## src/rtl/router_fsm.sv

```systemverilog
// Router control FSM: steers one packet at a time from the source into the selected output FIFO.
// Decodes the destination, waits for a free FIFO and handles back-pressure and the parity byte.
module router_fsm #(
    parameter int unsigned SOFT_RST_EN = 1
) (
    input  logic       clock,
    input  logic       resetn,
    input  logic       pkt_valid,
    input  logic [1:0] data_in,
    input  logic       fifo_full,
    input  logic       fifo_empty_0,
    input  logic       fifo_empty_1,
    input  logic       fifo_empty_2,
    input  logic       soft_reset_0,
    input  logic       soft_reset_1,
    input  logic       soft_reset_2,
    input  logic       parity_done,
    input  logic       low_pkt_valid,
    output logic       detect_add,
    output logic       lfd_state,
    output logic       ld_state,
    output logic       full_state,
    output logic       laf_state,
    output logic       write_enb_reg,
    output logic       rst_int_reg,
    output logic       busy
);

    localparam logic [2:0] DECODE_ADDRESS     = 3'd0;
    localparam logic [2:0] LOAD_FIRST_DATA    = 3'd1;
    localparam logic [2:0] LOAD_DATA          = 3'd2;
    localparam logic [2:0] WAIT_TILL_EMPTY    = 3'd3;
    localparam logic [2:0] FIFO_FULL_STATE    = 3'd4;
    localparam logic [2:0] LOAD_AFTER_FULL    = 3'd5;
    localparam logic [2:0] LOAD_PARITY        = 3'd6;
    localparam logic [2:0] CHECK_PARITY_ERROR = 3'd7;

    logic [2:0] state_q, state_d;
    logic [1:0] addr_q, addr_d;

    logic       new_addr_ok;
    logic       new_addr_empty;
    logic       sel_empty;
    logic       sel_soft_reset;
    logic       soft_abort;

    // Empty flag of the destination being decoded this cycle (address 11 reads as not valid).
    always_comb begin
        new_addr_ok    = 1'b1;
        new_addr_empty = 1'b0;
        case (data_in)
            2'b00:   new_addr_empty = fifo_empty_0;
            2'b01:   new_addr_empty = fifo_empty_1;
            2'b10:   new_addr_empty = fifo_empty_2;
            default: new_addr_ok    = 1'b0;
        endcase
    end

    // Flags of the port latched for the packet in flight.
    always_comb begin
        sel_empty      = 1'b0;
        sel_soft_reset = 1'b0;
        case (addr_q)
            2'b00: begin
                sel_empty      = fifo_empty_0;
                sel_soft_reset = soft_reset_0;
            end
            2'b01: begin
                sel_empty      = fifo_empty_1;
                sel_soft_reset = soft_reset_1;
            end
            2'b10: begin
                sel_empty      = fifo_empty_2;
                sel_soft_reset = soft_reset_2;
            end
            default: begin
                sel_empty      = 1'b0;
                sel_soft_reset = 1'b0;
            end
        endcase
    end

    assign soft_abort = (SOFT_RST_EN != 0) && sel_soft_reset && (state_q != DECODE_ADDRESS);

    always_comb begin
        addr_d = addr_q;
        if ((state_q == DECODE_ADDRESS) && pkt_valid) begin
            addr_d = data_in;
        end
    end

    always_comb begin
        state_d = state_q;
        case (state_q)
            DECODE_ADDRESS: begin
                if (pkt_valid && new_addr_ok) begin
                    state_d = new_addr_empty ? LOAD_FIRST_DATA : WAIT_TILL_EMPTY;
                end
            end
            WAIT_TILL_EMPTY: begin
                if (sel_empty) begin
                    state_d = LOAD_FIRST_DATA;
                end
            end
            LOAD_FIRST_DATA: begin
                state_d = LOAD_DATA;
            end
            LOAD_DATA: begin
                if (fifo_full) begin
                    state_d = FIFO_FULL_STATE;
                end else if (!pkt_valid) begin
                    state_d = LOAD_PARITY;
                end
            end
            FIFO_FULL_STATE: begin
                if (!fifo_full) begin
                    state_d = LOAD_AFTER_FULL;
                end
            end
            LOAD_AFTER_FULL: begin
                if (parity_done) begin
                    state_d = DECODE_ADDRESS;
                end else if (low_pkt_valid) begin
                    state_d = LOAD_PARITY;
                end else begin
                    state_d = LOAD_DATA;
                end
            end
            LOAD_PARITY: begin
                state_d = CHECK_PARITY_ERROR;
            end
            CHECK_PARITY_ERROR: begin
                state_d = fifo_full ? FIFO_FULL_STATE : DECODE_ADDRESS;
            end
            default: begin
                state_d = DECODE_ADDRESS;
            end
        endcase

        // A timeout on the selected port abandons the packet wherever it is.
        if (soft_abort) begin
            state_d = DECODE_ADDRESS;
        end
    end

    always_ff @(posedge clock) begin
        if (!resetn) begin
            state_q <= DECODE_ADDRESS;
            addr_q  <= 2'b00;
        end else begin
            state_q <= state_d;
            addr_q  <= addr_d;
        end
    end

    // Moore outputs: decoded from the registered state only.
    always_comb begin
        detect_add    = 1'b0;
        lfd_state     = 1'b0;
        ld_state      = 1'b0;
        full_state    = 1'b0;
        laf_state     = 1'b0;
        write_enb_reg = 1'b0;
        rst_int_reg   = 1'b0;
        busy          = 1'b0;
        case (state_q)
            DECODE_ADDRESS: begin
                detect_add = 1'b1;
            end
            LOAD_FIRST_DATA: begin
                lfd_state = 1'b1;
                busy      = 1'b1;
            end
            LOAD_DATA: begin
                ld_state      = 1'b1;
                write_enb_reg = 1'b1;
            end
            WAIT_TILL_EMPTY: begin
                busy = 1'b1;
            end
            FIFO_FULL_STATE: begin
                full_state = 1'b1;
                busy       = 1'b1;
            end
            LOAD_AFTER_FULL: begin
                laf_state     = 1'b1;
                write_enb_reg = 1'b1;
                busy          = 1'b1;
            end
            LOAD_PARITY: begin
                write_enb_reg = 1'b1;
                busy          = 1'b1;
            end
            CHECK_PARITY_ERROR: begin
                rst_int_reg = 1'b1;
                busy        = 1'b1;
            end
            default: begin
                detect_add = 1'b0;
            end
        endcase
    end

endmodule

```

## config.mk

```make
export PLATFORM = sky130hd
export DESIGN_NAME = router_fsm
export DESIGN_NICKNAME = d
export VERILOG_FILES = /design/src/rtl/router_fsm.sv
export SDC_FILE = /design/constraint.sdc
export NUM_CORES = 1
export LEC_CHECK = 0
export CAP_MARGIN = 20
export CORE_AREA = 2 2 39 41
export CTS_BUF_LIST = sky130_fd_sc_hd__clkbuf_8
export DETAILED_ROUTE_END_ITERATION = 8
export DIE_AREA = 0 0 41 43
export GPL_TIMING_DRIVEN = 0
export HOLD_SLACK_MARGIN = 0.15
export PLACE_DENSITY = 0.72
export SLEW_MARGIN = 10
export SYNTH_ARGS = -nofsm -noshare
export SYNTH_HDL_FRONTEND = slang
export SYNTH_SLANG_ARGS = --single-unit
```

## constraint.sdc

```tcl
create_clock -name clock -period 1.15 [get_ports clock]
set_input_delay 0.23 -clock clock [delete_from_list [all_inputs] [get_ports clock]]
set_output_delay 0.23 -clock clock [all_outputs]
set_load 0.05 [all_outputs]
```

# Word level (Yosys, flattened, before mapping)
# Index checks and enable logic that the tools add are counted.
[totals]
elab_cells = 52
input_bits = 14
register_bits = 5
out_inout_bits = 8
[classes]
n_eq_ne = 15
n_mux = 22
n_reduce_logical = 12
bitwise = 1
[ops]
columns = ["operator", "count"]
rows = [
  ["2-to-1 mux 3 bit", 8],
  ["case mux 3 bit (8 select lines)", 1],
  ["== test 3 bit, second input constant", 4],
  ["2-to-1 mux 1 bit", 9],
  ["case mux 1 bit (3 select lines)", 3],
  ["== test 3 x 2 -> 1 bit, second input constant", 2],
  ["OR reduction 3 bit", 2],
  ["OR reduction 6 bit", 1],
  ["== test 2 x 1 -> 1 bit, second input constant", 2],
  ["== test 2 bit, second input constant", 2],
  ["logical NOT 2 bit", 2],
  ["!= test 2 bit, second input constant", 2],
  ["AND reduction 4 bit", 1],
  ["== test 3 x 1 -> 1 bit, second input constant", 1],
  ["logical AND 1 bit", 3],
  ["logical NOT 3 bit", 1],
  ["!= test 3 bit, second input constant", 1],
  ["nonzero test 3 bit", 1],
  ["2-to-1 mux 2 bit", 1],
  ["!= test 2 x 1 -> 1 bit, second input constant", 1],
  ["OR reduction 2 bit", 1],
  ["inverter 1 bit", 1],
]

# Depth between registers and ports, before layout
# Gate-level depths: netlist of the first run.
[logic_depth]
depth_word = 6
mapped_depth = 6
depth_no_buf = 5

# Worst setup path before layout of the first run
# OpenSTA, ideal clock, no wires.
[synth_timing]
kind = "register to output"
from = "reg state_q[0]"
to = "out lfd_state"
required_time_ns = 0.920
n_path_buf = 1
path_slack_ns = -0.662
arrival_ns = 1.582
stages_incl_launch_ff = 4
cell_sequence = "dfxtp_1 clkbuf_2 inv_1 nor3_1"
[synth_via]
elab_chain_len = 2
[synth_lines]
columns = ["element", "line", "text"]
rows = [
  ["start: declaration", "38", "logic [2:0] state_q, state_d;"],
  ["start signal: assignment", "151", "state_q <= state_d;"],
  ["== test 3 x 1 -> 1 bit", "166", "case (state_q)"],
  ["2-to-1 mux 1 bit", "166", ""],
  ["end: declaration", "20", "output logic lfd_state,"],
]
# Every way passes these cells.

# Worst setup path in the final report of the first run
[layout_timing]
from = "reg state_q[2]"
to = "out write_enb_reg"
[layout_via]
elab_chain_len = 3
elab_cells_between_ends = 5
classes_between = "eq/ne (3); mux (1); reduce/logical (1)"
[layout_lines]
columns = ["element", "line", "text"]
rows = [
  ["== test 3 bit or == test 3 x 2 -> 1 bit (tied branches)", "166", ""],
  ["OR reduction 3 bit (no line) (*)", "--", ""],
  ["2-to-1 mux 1 bit (*)", "166", ""],
  ["end: declaration", "24", "output logic write_enb_reg,"],
]
# Every way passes the cells marked *; elsewhere a longest branch is shown, timed or not.

==> run summary, run 1 <==
status: finished, violations left
violated checks: negative setup slack
Bufs on Longest Clock Path: 2
Detail Route Antenna Nets: 0
crit path time final: 1.42 ns
critical path startpoint category: flip-flop
CTS buffer count: 3
Layout area overhead: 106%
Slew @ Worst Pin: 0.323 ns
final net count: 108
Worst Path Class, Setup: flip-flop to primary output
Mapped Cells: 60
Port Buf Inserts: 21
worst clock skew: 0.00451 ns
switching share of power: 44.0%
worst vdd ir: 1.02 mV
Slew Limit Fails: 0
row count: 14
FF-to-FF path depth: 6
clk_lat worst skew: 0.23 ns
startpoint of the worst-slack reg-to-reg timing path: state_q[1]
layout cells sized above 1: 51.6%
PD cells: 2220 nW/um^2
DRC: 0
Initial Util: 33.1%
antenna violations before repair: 0
sequential share of power: 13.5%
critical path required time: 0.92 ns
clock slew at reported path FFs: 0.04 ns
flops & latches, synth: 5
ys async rst share: 0%
CTS tree: built
crit path DAT: 1.19 ns
I/O pin count: 22
final setup fails: 12
die height: 43 um
Chip Width: 41 um
P_leak: 0.385 nW
DR WL/cell: 13.0 um
Diodes inserted: 0
worst slack at placement: -0.784 ns
Internal: 1.17 mW
Setup WS post-layout: -0.270 ns
fmax: 704 MHz
Final GP Congestion: 0.769
clk sink count: 5
H-Tree Depth: 1
vias in the first global route: 518
Logic pwr share: 71.1%
HP Class: input pin to flip-flop
Avg Inst Size Synth: 7.63 um^2
Max-Cap Viols: 0
Total Wirelength: 1420 um
max_slew headroom: 78.5%
routed vias: 564
drt first pass iters: 4
largest net degree at the start of global routing: 6
Synth Flop Type: dfxtp_1
first-pass GRT wire length: 2390 um
Post-synth EDFFs: 0
Post-Syn Area: 458 um^2
number of DRC markers in iteration 0: 6
min-delay src: data_in[1]
CP Capture Type: primary output
die area: 1760 um^2
core footprint: 1380 um^2
Syn Nets: 74
CP max FO: 5
Total Routing Usage GR: 21.0%
sequential area share after synthesis: 21.9%
clock power share: 15.4%
Distinct cells, synth: 34
setup TNS: -2.05 ns
worst hold endpoint: addr_q[1]
grt total ovfl: 0
hold depth: 3
Synth Warn #: 0
Clock Root Buffer: clkbuf_8
Fin. Hold Viols: 0
r2r endpoint: state_q[1]
reg-to-reg slack, setup: -0.23 ns
Net Switching: 921 uW
fin crit share: 123%
Via density: 5.17
unrepaired setup endpoints after global routing: yes
==> power by group through the flow <==
stage | Clock (mW) | Combinational (mW) | Sequential, mW
floorplan | 0 | 0.777 | 0.248
global placement | 0 | 1.05 | 0.257
detailed placement | 0 | 1.05 | 0.258
CTS | 0.333 | 1.35 | 0.278
global route | 0.352 | 1.59 | 0.288
finish | 0.324 | 1.49 | 0.282
==> metal layers <==
| layer | part of all wire [%] | vias up | global-route usage (%) | wire length [um] |
|---|---|---|---|---|
| li1 | - | 287 | - | - |
| met1 | 39 | 248 | 25.4 | 549 |
| met2 | 52 | 25 | 30.3 | 739 |
| met3 | 6.8 | 4 | 7.85 | 97 |
| met4 | 2.5 | 0 | 12.0 | 36 |
| met5 | 0 | - | 0 | 0 |
==> how the worst max path moves through the flow <==
stage               slack (ns)  cells after the start            end       start
floorplan                -0.32                      5     state_q[1]  state_q[0]
finish                   -0.27                      4  write_enb_reg  state_q[2]
CTS                      -0.26                      4  write_enb_reg  state_q[2]
global placement         -0.78                      4  write_enb_reg  state_q[2]
detailed placement       -0.78                      4  write_enb_reg  state_q[2]
global route             -0.30                      5  write_enb_reg  state_q[1]
==> cells in the mapped netlist, types with 2 or more instances <==
master | instances | share of area (%)
o21ai_0 | 3 | 3.3
nand3b_1 | 2 | 3.3
mux2i_1 | 3 | 6.6
nand3_1 | 2 | 2.2
o21ai_1 | 2 | 2.2
nor3_1 | 2 | 2.2
dfxtp_1 | 5 | 22
a21oi_1 | 2 | 2.2
nand2_1 | 5 | 4.1
and3_1 | 3 | 4.1
nor2_1 | 3 | 2.5
inv_1 | 4 | 3.3
a21boi_0 | 3 | 4.9
==> timing repair <==
action	4_1_cts	5_1_grt
endpoints found under the setup margin	13	12
hold buffers	0	0
pin swaps	6	4
gates resized for setup	79	14
setup buffers	9	0
==> kinds of logic after synthesis <==
family / synth area share (%)
flops: 21.9
buf+inv: 7.10
simple gates: 33.6
mux: 6.56
compound gates: 30.9
==> sequential cells by signal, indices dropped and copies added (netlist names) <==
name and count:
addr_q 2, state_q 3
==> cell usage in the layout (no fill, tap or decap), types with 2 or more instances in the layout <==
master and instances:
nor2_4 2, o21ai_0 2, nand3b_1 2, dfxtp_4 2
nand2_1 3, and3_4 2, inv_1 3, dlygate4sd2_1 3
buf_6 4, nand2_2 2, a21oi_1 2, clkbuf_8 3
dfxtp_2 2, o21ai_1 3, buf_8 6, buf_4 7
nand3_2 2, a21boi_1 2, clkdlybuf4s50_1 9, mux2i_1 3
==> critical path: stages (launching register included) <==
cell	delay [ns]
dfxtp_4	0.35
buf_6	0.13
and3_4	0.17
a21o_4	0.18
buf_8	0.14
==> layout make-up <==
class	instances	area [um^2]
Buffer	2	22.5
Clock buffer	3	41.3
Clock inverter	1	3.75
Fill cell	122	439
Inverter	4	20.0
Multi-Input combinational cell	48	410
Sequential cell	5	110
Tap cell	16	20.0
Timing Repair Buffer	30	317
==> per-stage QoR <==
step	hold slack [ns]	total power, mW	util (%)	std cells	cell area [um^2]
2_1_floorplan	0.370	1.02	-	60	488
3_3_place_gp	0.497	1.30	51.9	97	718
3_5_place_dp	0.492	1.31	51.9	97	718
4_1_cts	0.466	1.96	63.8	109	883
5_1_grt	0.514	2.23	68.3	109	945
6_report	0.486	2.10	68.3	109	945
No activity file was read; power rests on OpenSTA's default activity.
==> run 2: changes to the inputs <==
Settings changed: GPL_TIMING_DRIVEN 0 to 1.
==> run summary, run 2 (synthesis results as in run 1) <==
status: finished, violations left
violated checks: negative setup slack
unrepaired setup endpoints after global routing: yes
CP Buf/Inv Count: 1
Slew Limit Fails: 0
drt first pass iters: 2
Total Routing Usage GR: 19.9%
fin crit share: 119%
Chip Width: 41 um
layout cells sized above 1: 53.0%
Crit-path slowest cell: dfxtp_4
worst clock skew: 0.00208 ns
CP max FO: 9
Port Buf Inserts: 21
P_leak: 0.435 nW
area of the multi-input gates: 410 um^2
largest net degree at the start of global routing: 10
Initial Util: 33.1%
Bufs on Longest Clock Path: 2
Biggest register: state_q
number of DRC markers in iteration 0: 4
Fillers: 101
die area: 1760 um^2
CTS tree: built
Via density: 5.13
slowest cell delay on critical path: 0.37 ns
power after layout: 2.27 mW
DRC: 0
Clock Root Buffer: clkbuf_8
Storage cell area: 110 um^2
clock slew at reported path FFs: 0.03 ns
setup TNS: -1.63 ns
DR WL/cell: 13.2 um
crit path DAT: 1.14 ns
final setup fails: 12
most common cell after layout, fill and taps aside: buf_4
Max-Cap Viols: 0
Setup WS post-layout: -0.224 ns
clk sink count: 5
Slew @ Worst Pin: 0.238 ns
final net count: 115
H-Tree Depth: 1
commonest cells after routing, fill and taps aside: 11 x buf_4, 7 x dlygate4sd2_1, 7 x buf_6, 5 x clkdlybuf4s50_1, 5 x buf_12
Total Wirelength: 1530 um
Final GP Congestion: 0.770
Fin. Hold Viols: 0
clk_lat worst skew: 0.22 ns
max_slew headroom: 84.1%
first-pass GRT wire length: 2430 um
hold slack: 0.499 ns
PD cells: 2200 nW/um^2
HP Class: input pin to flip-flop
Layout area overhead: 126%
fmax: 728 MHz
antenna violations before repair: 0
worst vdd ir: 1.12 mV
CTS buffer count: 3
vias in the first global route: 581
Worst path top cell family by delay: simple AND/OR/NAND/NOR gates
crit path time final: 1.37 ns
grt total ovfl: 0
Detail Route Antenna Nets: 0
max FFs per register: 3
core footprint: 1380 um^2
die height: 43 um
Post-DP HPWL: 1030 um
critical path startpoint category: flip-flop
Diodes inserted: 0
largest registers: state_q (3), addr_q (2)
I/O pin count: 22
routed vias: 595
row count: 14
CP Capture Type: primary output
critical path required time: 0.92 ns
crit path cell chain: or2_4, nor2_4, buf_12
Worst Path Class, Setup: flip-flop to primary output
## run 2: cell count changes in the layout (fill, tap and decap cells not counted), sizes merged
| cell | change |
|---|---|
| buf | +7 |
| clkdlybuf4s15 | -1 |
| dlymetal6s2s | +1 |
| clkdlybuf4s50 | -4 |
| dlygate4sd2 | +4 |
## run 2: worst min-delay path: stages
cell and delay (ns):
dlygate4sd2_1 0.30, nand3_2 0.09, a21boi_1 0.05
## run 2: path summary, 6_finish.rpt
kind         startpoint  slack [ns]          to  cells after the start
min          data_in[1]        0.50   addr_q[1]                      3
max reg2reg  state_q[1]       -0.15  state_q[1]                      6
min reg2reg   addr_q[0]        0.52   addr_q[0]                      2
max          state_q[2]       -0.22  detect_add                      3
## run 2: layout make-up
class                           instances  share of cell area (%)
Timing Repair Buffer                   39                    41.6
Clock buffer                            3                    4.00
Clock inverter                          1                   0.363
Inverter                                4                    1.69
Tap cell                               16                    1.94
Multi-Input combinational cell         48                    39.7
Sequential cell                         5                    10.7
## run 2: timing repair
| item | in CTS | in global routing |
|---|---|---|
| setup buffers | 5 | 0 |
| pin swaps | 8 | 4 |
| hold buffers | 0 | 0 |
| endpoints found under the setup margin | 13 | 12 |
| resized for setup | 28 | 16 |
## run 2: stage by stage
step / std cells / area [um^2] / util [%] / setup slack (ns)
CTS: 116 / 981 / 70.9 / -0.211
floorplan: 60 / 488 / - / -0.325
finish: 116 / 1030 / 74.7 / -0.224
global route: 116 / 1030 / 74.7 / -0.266
detailed placement: 107 / 832 / 60.1 / -0.579
global placement: 107 / 832 / 60.1 / -0.536
## run 2: where the power goes
part / internal [mW] / switching, mW
clock network: 0.228 / 0.0805
registers: 0.232 / 0.0840
logic: 0.855 / 0.791
total: 1.32 / 0.955
## run 2: layer usage
metal	vias up	global-route usage, %	share of wire, %
met5	-	0	0
met4	0	0.667	0
met3	0	7.85	3.9
met2	20	33.4	55
met1	276	24.1	41
li1	299	-	-
==> run 3: changes to the inputs <==
Settings changed: CTS_CLUSTER_DIAMETER from default to 80.
==> results of run 3 <==
The final DEF is identical to that of run 2; final timing and power are the same.
